### src/rtl/vga_frame_sync_if.sv
// Bundle between the register file, the frame synchroniser and the renderer.
// Carries pending values, the commit handshake, shadowed values and VGA timing.
interface vga_frame_sync_if;
    // Handshake: commit_req is a single-cycle request to adopt the pending
    // values at the next frame boundary. There is no ready/back-pressure.
    // commit_ack pulses for exactly one cycle after the edge that committed.
    logic [15:0] xPillar1_in;
    logic [15:0] xPillar2_in;
    logic [15:0] xPillar3_in;
    logic [7:0]  hPillar1_in;
    logic [7:0]  hPillar2_in;
    logic [7:0]  hPillar3_in;
    logic [15:0] score_in;
    logic [15:0] bird_in;
    logic        start_in;
    logic        commit_req;

    logic [15:0] xPillar1;
    logic [15:0] xPillar2;
    logic [15:0] xPillar3;
    logic [7:0]  hPillar1;
    logic [7:0]  hPillar2;
    logic [7:0]  hPillar3;
    logic [15:0] score;
    logic [15:0] bird;
    logic        start;

    logic [10:0] hcount;
    logic [9:0]  vcount;
    logic        VGA_CLK;
    logic        VGA_HS;
    logic        VGA_VS;
    logic        VGA_BLANK_n;
    logic        VGA_SYNC_n;
    logic        commit_ack;
    logic [15:0] frame_count;
    logic        pending;

    modport master (
        output xPillar1_in, xPillar2_in, xPillar3_in,
        output hPillar1_in, hPillar2_in, hPillar3_in,
        output score_in, bird_in, start_in, commit_req,
        input  xPillar1, xPillar2, xPillar3, hPillar1, hPillar2, hPillar3,
        input  score, bird, start,
        input  hcount, vcount, VGA_CLK, VGA_HS, VGA_VS, VGA_BLANK_n, VGA_SYNC_n,
        input  commit_ack, frame_count, pending
    );

    modport slave (
        input  xPillar1_in, xPillar2_in, xPillar3_in,
        input  hPillar1_in, hPillar2_in, hPillar3_in,
        input  score_in, bird_in, start_in, commit_req,
        output xPillar1, xPillar2, xPillar3, hPillar1, hPillar2, hPillar3,
        output score, bird, start,
        output hcount, vcount, VGA_CLK, VGA_HS, VGA_VS, VGA_BLANK_n, VGA_SYNC_n,
        output commit_ack, frame_count, pending
    );
endinterface

### src/rtl/vga_frame_sync.sv
// VGA timing generator with frame-synchronous shadow registers: renderer-facing
// values only change on the last cycle of the last visible line.
module vga_frame_sync #(
    parameter bit AUTO_COMMIT  = 1'b0,
    parameter int H_TOTAL      = 1600,
    parameter int H_ACTIVE     = 1280,
    parameter int H_SYNC_START = 1312,
    parameter int H_SYNC_END   = 1503,
    parameter int V_TOTAL      = 525,
    parameter int V_ACTIVE     = 480,
    parameter int V_SYNC_START = 490,
    parameter int V_SYNC_END   = 491
) (
    input logic             clk,
    input logic             reset,
    vga_frame_sync_if.slave bus
);

    localparam logic [10:0] H_LAST   = 11'(H_TOTAL - 1);
    localparam logic [10:0] H_ACT    = 11'(H_ACTIVE);
    localparam logic [10:0] HS_FIRST = 11'(H_SYNC_START);
    localparam logic [10:0] HS_LAST  = 11'(H_SYNC_END);
    localparam logic [9:0]  V_LAST   = 10'(V_TOTAL - 1);
    localparam logic [9:0]  V_ACT    = 10'(V_ACTIVE);
    localparam logic [9:0]  VS_FIRST = 10'(V_SYNC_START);
    localparam logic [9:0]  VS_LAST  = 10'(V_SYNC_END);
    localparam logic [9:0]  FB_LINE  = 10'(V_ACTIVE - 1);

    logic [10:0] hcount;
    logic [9:0]  vcount;
    logic        line_end;
    logic        frame_boundary;
    logic        commit;
    logic        pending;
    logic        commit_ack;
    logic [15:0] frame_count;

    logic [15:0] x1_q, x2_q, x3_q;
    logic [7:0]  h1_q, h2_q, h3_q;
    logic [15:0] score_q, bird_q;
    logic        start_q;

    always_comb begin
        line_end       = (hcount == H_LAST);
        frame_boundary = line_end && (vcount == FB_LINE);
        // A request on the boundary cycle itself commits immediately.
        commit         = frame_boundary && (pending || bus.commit_req || AUTO_COMMIT);
    end

    always_ff @(posedge clk or posedge reset) begin
        if (reset) begin
            hcount <= '0;
            vcount <= '0;
        end else if (line_end) begin
            hcount <= '0;
            vcount <= (vcount == V_LAST) ? '0 : vcount + 10'd1;
        end else begin
            hcount <= hcount + 11'd1;
        end
    end

    always_ff @(posedge clk or posedge reset) begin
        if (reset) begin
            pending <= 1'b0;
        end else if (frame_boundary) begin
            pending <= 1'b0;
        end else if (bus.commit_req) begin
            pending <= 1'b1;
        end
    end

    always_ff @(posedge clk or posedge reset) begin
        if (reset) begin
            commit_ack  <= 1'b0;
            frame_count <= '0;
        end else begin
            commit_ack <= commit;
            if (frame_boundary) begin
                frame_count <= frame_count + 16'd1;
            end
        end
    end

    // All shadows load on one enable so the renderer never sees a mixed set.
    always_ff @(posedge clk or posedge reset) begin
        if (reset) begin
            x1_q    <= 16'd50;
            x2_q    <= 16'd300;
            x3_q    <= 16'd600;
            h1_q    <= 8'd10;
            h2_q    <= 8'd15;
            h3_q    <= 8'd20;
            score_q <= 16'h0888;
            bird_q  <= 16'd200;
            start_q <= 1'b0;
        end else if (commit) begin
            x1_q    <= bus.xPillar1_in;
            x2_q    <= bus.xPillar2_in;
            x3_q    <= bus.xPillar3_in;
            h1_q    <= bus.hPillar1_in;
            h2_q    <= bus.hPillar2_in;
            h3_q    <= bus.hPillar3_in;
            score_q <= bus.score_in;
            bird_q  <= bus.bird_in;
            start_q <= bus.start_in;
        end
    end

    assign bus.xPillar1    = x1_q;
    assign bus.xPillar2    = x2_q;
    assign bus.xPillar3    = x3_q;
    assign bus.hPillar1    = h1_q;
    assign bus.hPillar2    = h2_q;
    assign bus.hPillar3    = h3_q;
    assign bus.score       = score_q;
    assign bus.bird        = bird_q;
    assign bus.start       = start_q;

    assign bus.hcount      = hcount;
    assign bus.vcount      = vcount;
    assign bus.VGA_CLK     = hcount[0];
    assign bus.VGA_HS      = !((hcount >= HS_FIRST) && (hcount <= HS_LAST));
    assign bus.VGA_VS      = !((vcount >= VS_FIRST) && (vcount <= VS_LAST));
    assign bus.VGA_BLANK_n = (hcount < H_ACT) && (vcount < V_ACT);
    assign bus.VGA_SYNC_n  = 1'b1;
    assign bus.commit_ack  = commit_ack;
    assign bus.frame_count = frame_count;
    assign bus.pending     = pending;

endmodule

### src/flat_wrapper.sv
// flat-port wrapper written by rule: the top's interface ports become plain ports
module vga_frame_sync_flat 
#(
    parameter bit AUTO_COMMIT  = 1'b0,
    parameter int H_TOTAL      = 1600,
    parameter int H_ACTIVE     = 1280,
    parameter int H_SYNC_START = 1312,
    parameter int H_SYNC_END   = 1503,
    parameter int V_TOTAL      = 525,
    parameter int V_ACTIVE     = 480,
    parameter int V_SYNC_START = 490,
    parameter int V_SYNC_END   = 491
)
  (clk, reset, bus_xPillar1_in, bus_xPillar2_in, bus_xPillar3_in, bus_hPillar1_in, bus_hPillar2_in, bus_hPillar3_in, bus_score_in, bus_bird_in, bus_start_in, bus_commit_req, bus_xPillar1, bus_xPillar2, bus_xPillar3, bus_hPillar1, bus_hPillar2, bus_hPillar3, bus_score, bus_bird, bus_start, bus_hcount, bus_vcount, bus_VGA_CLK, bus_VGA_HS, bus_VGA_VS, bus_VGA_BLANK_n, bus_VGA_SYNC_n, bus_commit_ack, bus_frame_count, bus_pending);
  vga_frame_sync_if bus_i ();
  input logic clk;
  input logic reset;
  input wire logic [$bits(bus_i.xPillar1_in)-1:0] bus_xPillar1_in;
  input wire logic [$bits(bus_i.xPillar2_in)-1:0] bus_xPillar2_in;
  input wire logic [$bits(bus_i.xPillar3_in)-1:0] bus_xPillar3_in;
  input wire logic [$bits(bus_i.hPillar1_in)-1:0] bus_hPillar1_in;
  input wire logic [$bits(bus_i.hPillar2_in)-1:0] bus_hPillar2_in;
  input wire logic [$bits(bus_i.hPillar3_in)-1:0] bus_hPillar3_in;
  input wire logic [$bits(bus_i.score_in)-1:0] bus_score_in;
  input wire logic [$bits(bus_i.bird_in)-1:0] bus_bird_in;
  input wire logic [$bits(bus_i.start_in)-1:0] bus_start_in;
  input wire logic [$bits(bus_i.commit_req)-1:0] bus_commit_req;
  output wire logic [$bits(bus_i.xPillar1)-1:0] bus_xPillar1;
  output wire logic [$bits(bus_i.xPillar2)-1:0] bus_xPillar2;
  output wire logic [$bits(bus_i.xPillar3)-1:0] bus_xPillar3;
  output wire logic [$bits(bus_i.hPillar1)-1:0] bus_hPillar1;
  output wire logic [$bits(bus_i.hPillar2)-1:0] bus_hPillar2;
  output wire logic [$bits(bus_i.hPillar3)-1:0] bus_hPillar3;
  output wire logic [$bits(bus_i.score)-1:0] bus_score;
  output wire logic [$bits(bus_i.bird)-1:0] bus_bird;
  output wire logic [$bits(bus_i.start)-1:0] bus_start;
  output wire logic [$bits(bus_i.hcount)-1:0] bus_hcount;
  output wire logic [$bits(bus_i.vcount)-1:0] bus_vcount;
  output wire logic [$bits(bus_i.VGA_CLK)-1:0] bus_VGA_CLK;
  output wire logic [$bits(bus_i.VGA_HS)-1:0] bus_VGA_HS;
  output wire logic [$bits(bus_i.VGA_VS)-1:0] bus_VGA_VS;
  output wire logic [$bits(bus_i.VGA_BLANK_n)-1:0] bus_VGA_BLANK_n;
  output wire logic [$bits(bus_i.VGA_SYNC_n)-1:0] bus_VGA_SYNC_n;
  output wire logic [$bits(bus_i.commit_ack)-1:0] bus_commit_ack;
  output wire logic [$bits(bus_i.frame_count)-1:0] bus_frame_count;
  output wire logic [$bits(bus_i.pending)-1:0] bus_pending;
  assign bus_i.xPillar1_in = bus_xPillar1_in;
  assign bus_i.xPillar2_in = bus_xPillar2_in;
  assign bus_i.xPillar3_in = bus_xPillar3_in;
  assign bus_i.hPillar1_in = bus_hPillar1_in;
  assign bus_i.hPillar2_in = bus_hPillar2_in;
  assign bus_i.hPillar3_in = bus_hPillar3_in;
  assign bus_i.score_in = bus_score_in;
  assign bus_i.bird_in = bus_bird_in;
  assign bus_i.start_in = bus_start_in;
  assign bus_i.commit_req = bus_commit_req;
  assign bus_xPillar1 = bus_i.xPillar1;
  assign bus_xPillar2 = bus_i.xPillar2;
  assign bus_xPillar3 = bus_i.xPillar3;
  assign bus_hPillar1 = bus_i.hPillar1;
  assign bus_hPillar2 = bus_i.hPillar2;
  assign bus_hPillar3 = bus_i.hPillar3;
  assign bus_score = bus_i.score;
  assign bus_bird = bus_i.bird;
  assign bus_start = bus_i.start;
  assign bus_hcount = bus_i.hcount;
  assign bus_vcount = bus_i.vcount;
  assign bus_VGA_CLK = bus_i.VGA_CLK;
  assign bus_VGA_HS = bus_i.VGA_HS;
  assign bus_VGA_VS = bus_i.VGA_VS;
  assign bus_VGA_BLANK_n = bus_i.VGA_BLANK_n;
  assign bus_VGA_SYNC_n = bus_i.VGA_SYNC_n;
  assign bus_commit_ack = bus_i.commit_ack;
  assign bus_frame_count = bus_i.frame_count;
  assign bus_pending = bus_i.pending;
  vga_frame_sync #(.AUTO_COMMIT(AUTO_COMMIT), .H_TOTAL(H_TOTAL), .H_ACTIVE(H_ACTIVE), .H_SYNC_START(H_SYNC_START), .H_SYNC_END(H_SYNC_END), .V_TOTAL(V_TOTAL), .V_ACTIVE(V_ACTIVE), .V_SYNC_START(V_SYNC_START), .V_SYNC_END(V_SYNC_END)) u_core (.clk(clk), .reset(reset), .bus(bus_i));
endmodule
### config.mk
export PLATFORM = sky130hd
export DESIGN_NAME = vga_frame_sync_flat
export DESIGN_NICKNAME = d
export VERILOG_FILES = /design/src/rtl/vga_frame_sync_if.sv /design/src/rtl/vga_frame_sync.sv /design/src/flat_wrapper.sv
export SDC_FILE = /design/constraint.sdc
export NUM_CORES = 1
export LEC_CHECK = 0
export BUFFER_PORTS_ARGS = -buffer_cell sky130_fd_sc_hd__buf_4
export CORE_MARGIN = 3
export CORE_UTILIZATION = 35
export CTS_CLUSTER_DIAMETER = 150
export DETAILED_ROUTE_END_ITERATION = 6
export PLACE_DENSITY_LB_ADDON = 0.12
export SETUP_SLACK_MARGIN = 0.02
export SLEW_MARGIN = 0
export SYNTH_ARGS = -nofsm -noshare
export SYNTH_HDL_FRONTEND = slang
export SYNTH_SLANG_ARGS = --single-unit
### constraint.sdc
create_clock -name clk -period 8.4 [get_ports clk]
set_input_delay 2.52 -clock clk [delete_from_list [all_inputs] [get_ports clk]]
set_output_delay 2.52 -clock clk [all_outputs]
set_load 0.1 [all_outputs]
==> metrics.cfg <==
[outcome]
status = complete, no violations

[die]
initial_core_util_pct = 35.82
fp.dieH_um = 136.5
coreArea_um2 = 16640
rows = 47
dieArea_um2 = 18640
io_pins = 257
die_x_um = 136.5

[setup_path]
critPathLaunchType = register
worstPathRequired_ns = 5.88
reg2reg_slack_ns = 5.29
crit_type = reg2out
worstPathMaxFanout = 7
endpoint_kind = output port
critPathArrivalTime_ns = 1.80

[route]
met2_wirelength_um = 7325
met1_length_um = 6157
detail_route.vias_per_cell = 4.713
drc = 0
vias = 4312
first_iter_violations = 128
routed_wl_um = 15190
wl_per_cell_um = 16.60
highest_layer = met4
wl_met3_um = 1446
detail-route-antenna-nets = 0
firstDrtPassIters = 4

[layout]
fillers = 1457
n_antenna_cell = 0
area_growth_pct = 44.87
nNetsFinal = 795
drive_above_1_share_pct = 61.01
post-route-util_pct = 51.90

[clocking]
hold_buffers = 0
cts_sinks = 144
clkTransAtPathRegs_ns = 0.06
clk_latency_ns = 0.41
root_buffer = clkbuf_16
numCtsBuffers = 17
post_cts_buffers = 0
cts_buffer_depth = 2
cts_resized = 0
cts_max_level = 4
cts_tree = done

[sta]
final.setup.tns_ns = 0
slew_headroom_pct = 41.42
clock_skew_ns = 0.008962
finalCriticalPeriod_ns = 4.317
slew_viol_final = 0
finalHoldViolations = 0
grt_setup_unrepaired = no
tightest_slew_ns = 0.8786
fmax_mhz = 231.7
setup_viol = 0
min_period_over_period_pct = 51.39

[global_routing]
grt-ovfl-total = 0
antenna_found_initial = 0
grt.total_usage_pct = 15.48
grt_pass1_wl_um = 22370
grt_max_degree = 99
grt_pass1_vias = 4173

[place]
dp_hpwl_um = 11050
portBuffers = 255
place_congestion = 0.7839

[yosys]
netlist_instances = 427
synth_enable_flop_cells = 0
synth_top_family_by_area = multiplexers
ys_async_sr_fraction_pct = 100.0
synth.mux.area_fraction_pct = 20.59
synth_flop_cell = dfrtp_1
avgSynthCellArea_um2 = 13.96
synth_seq_area_share_pct = 60.97
ys_warn_count = 0
syn-num-nets = 540
synth_xor_area_share_pct = 3.673
netlist_area_um2 = 5962
synthAdderAreaFrac_pct = 1.049
synth_compound_area_share_pct = 1.952
synth-simple-area-share_pct = 9.276
ys_seq_elements = 144
synth.distinct_cells = 38

[pwr]
power.leakage_nw = 4.252
power_mw = 1.790
power_density_nw_per_um2 = 207.2
vdd_ir_drop_max_uv = 127.2

[worst_hold_path]
hp-class = reg2reg

[run]
maxCapViolCount = 0

[worst max-delay path: stages, from the launching register on]
cell	delay [ns]
dfrtp_1	0.48
nand2_1	0.17
o21ai_0	0.20
a21oi_1	0.08
o21ai_0	0.16
buf_4	0.31
[through the flow]
stage	worst slack, ns	hold WS [ns]	std cells	cell area [um2]
after detailed placement	4.184	0.4703	883	8056
after floorplan	2.055	0.8519	427	5962
after global routing	3.862	0.5001	915	8637
after global placement	4.265	0.4678	883	8056
after CTS	4.044	0.4803	915	8637
final	4.083	0.4737	915	8637
[metal layers]
layer | vias to the layer above | track usage [%]
met3 | 22 | 5.441
met5 | - | 0
met2 | 162 | 25.36
met1 | 2101 | 18.91
li1 | 2027 | -
met4 | 0 | 5.599
[sequential cells by signal, indices dropped and copies added, names as in the netlist]
register,count
u_core.bus.commit_ack,1
u_core.bus.hcount,11
u_core.bus.xPillar3,16
u_core.bus.xPillar2,16
u_core.bus.xPillar1,16
u_core.bus.hPillar2,8
u_core.bus.vcount,10
u_core.bus.hPillar3,8
u_core.bus.hPillar1,8
u_core.bus.start,1
u_core.bus.frame_count,16
u_core.bus.score,16
u_core.bus.bird,16
u_core.bus.pending,1
[area by class of cell]
type	count	area (um2)	share of cell area (%)
Clock buffer	19	442.9	5.128
Clock inverter	13	137.6	1.594
Inverter	6	27.53	0.3187
Multi-Input combinational cell	255	2182	25.26
Sequential cell	144	3635	42.08
Tap cell	220	275.3	3.187
Timing Repair Buffer	258	1937	22.43
[cells by family (layout without fill, tap and decap cells)]
| logic type | count (synthesis) | in the layout |
|---|---|---|
| flops | 144 | 144 |
| mux | 109 | 109 |
| simple gates | 97 | 97 |
| buf+inv | 28 | 296 |
| xor+xnor | 25 | 25 |
| compound gates | 18 | 18 |
| fa+ha+maj | 5 | 5 |
| other cells | 1 | 1 |
[power by group]
group | switching, mW | internal [mW]
clock | 0.290 | 0.444
sequential | 0.0133 | 0.725
combinational | 0.236 | 0.0820
[placed cells by master, fill, tap and decap left out, types with 6 or more instances in the layout]
| cell | Yosys | final |
|---|---|---|
| and2_1 | 6 | 6 |
| buf_4 | 8 | 258 |
| clkbuf_16 | 0 | 17 |
| clkinvlp_4 | 0 | 6 |
| dfrtp_1 | 119 | 119 |
| dfstp_2 | 25 | 25 |
| mux2_2 | 105 | 105 |
| nand2_1 | 15 | 15 |
| nand3_1 | 13 | 13 |
| nand4_1 | 16 | 16 |
| nor2_1 | 14 | 14 |
| nor3_1 | 10 | 10 |
| o21ai_0 | 7 | 7 |
| xnor2_1 | 16 | 16 |
| xor2_1 | 9 | 9 |
[cells in the mapped netlist, types with 2 or more instances]
cell	n	area, um2
dfrtp_1	119	2978
mux2_2	105	1182
dfstp_2	25	656.9
nand4_1	16	100.1
xnor2_1	16	140.1
nand2_1	15	56.30
nor2_1	14	52.55
nand3_1	13	65.06
nor3_1	10	50.05
xor2_1	9	78.83
buf_2	8	40.04
buf_4	8	60.06
o21ai_0	7	35.03
and2_1	6	37.54
clkbuf_1	6	22.52
inv_1	6	22.52
and3_1	5	31.28
ha_1	5	62.56
a21oi_1	4	20.02
and4_1	4	35.03
mux2_1	4	45.04
nor4_1	4	25.02
a22o_1	2	17.52
or3_1	2	12.51
[path summary, 6_finish.rpt]
| check | cells past startpoint | endpoint | startpoint |
|---|---|---|---|
| worst max-delay path | 5 | bus_VGA_HS | u_core.bus.hcount[2]$_DFF_PP0_ |
| worst min-delay path | 1 | u_core.bus.frame_count[15]$_DFFE_PP0P_ | u_core.bus.frame_count[15]$_DFFE_PP0P_ |
| worst max register to register | 6 | u_core.bus.xPillar3[15]$_DFFE_PP0P_ | u_core.bus.hcount[0]$_DFF_PP0_ |
| worst min register to register | 1 | u_core.bus.frame_count[15]$_DFFE_PP0P_ | u_core.bus.frame_count[15]$_DFFE_PP0P_ |
| max in group asynchronous | 3 | u_core.bus.bird[4]$_DFFE_PP0P_ | reset |
| min in group asynchronous | 2 | u_core.bus.hPillar2[5]$_DFFE_PP0P_ | reset |
Power figures use the tool's default switching activity.
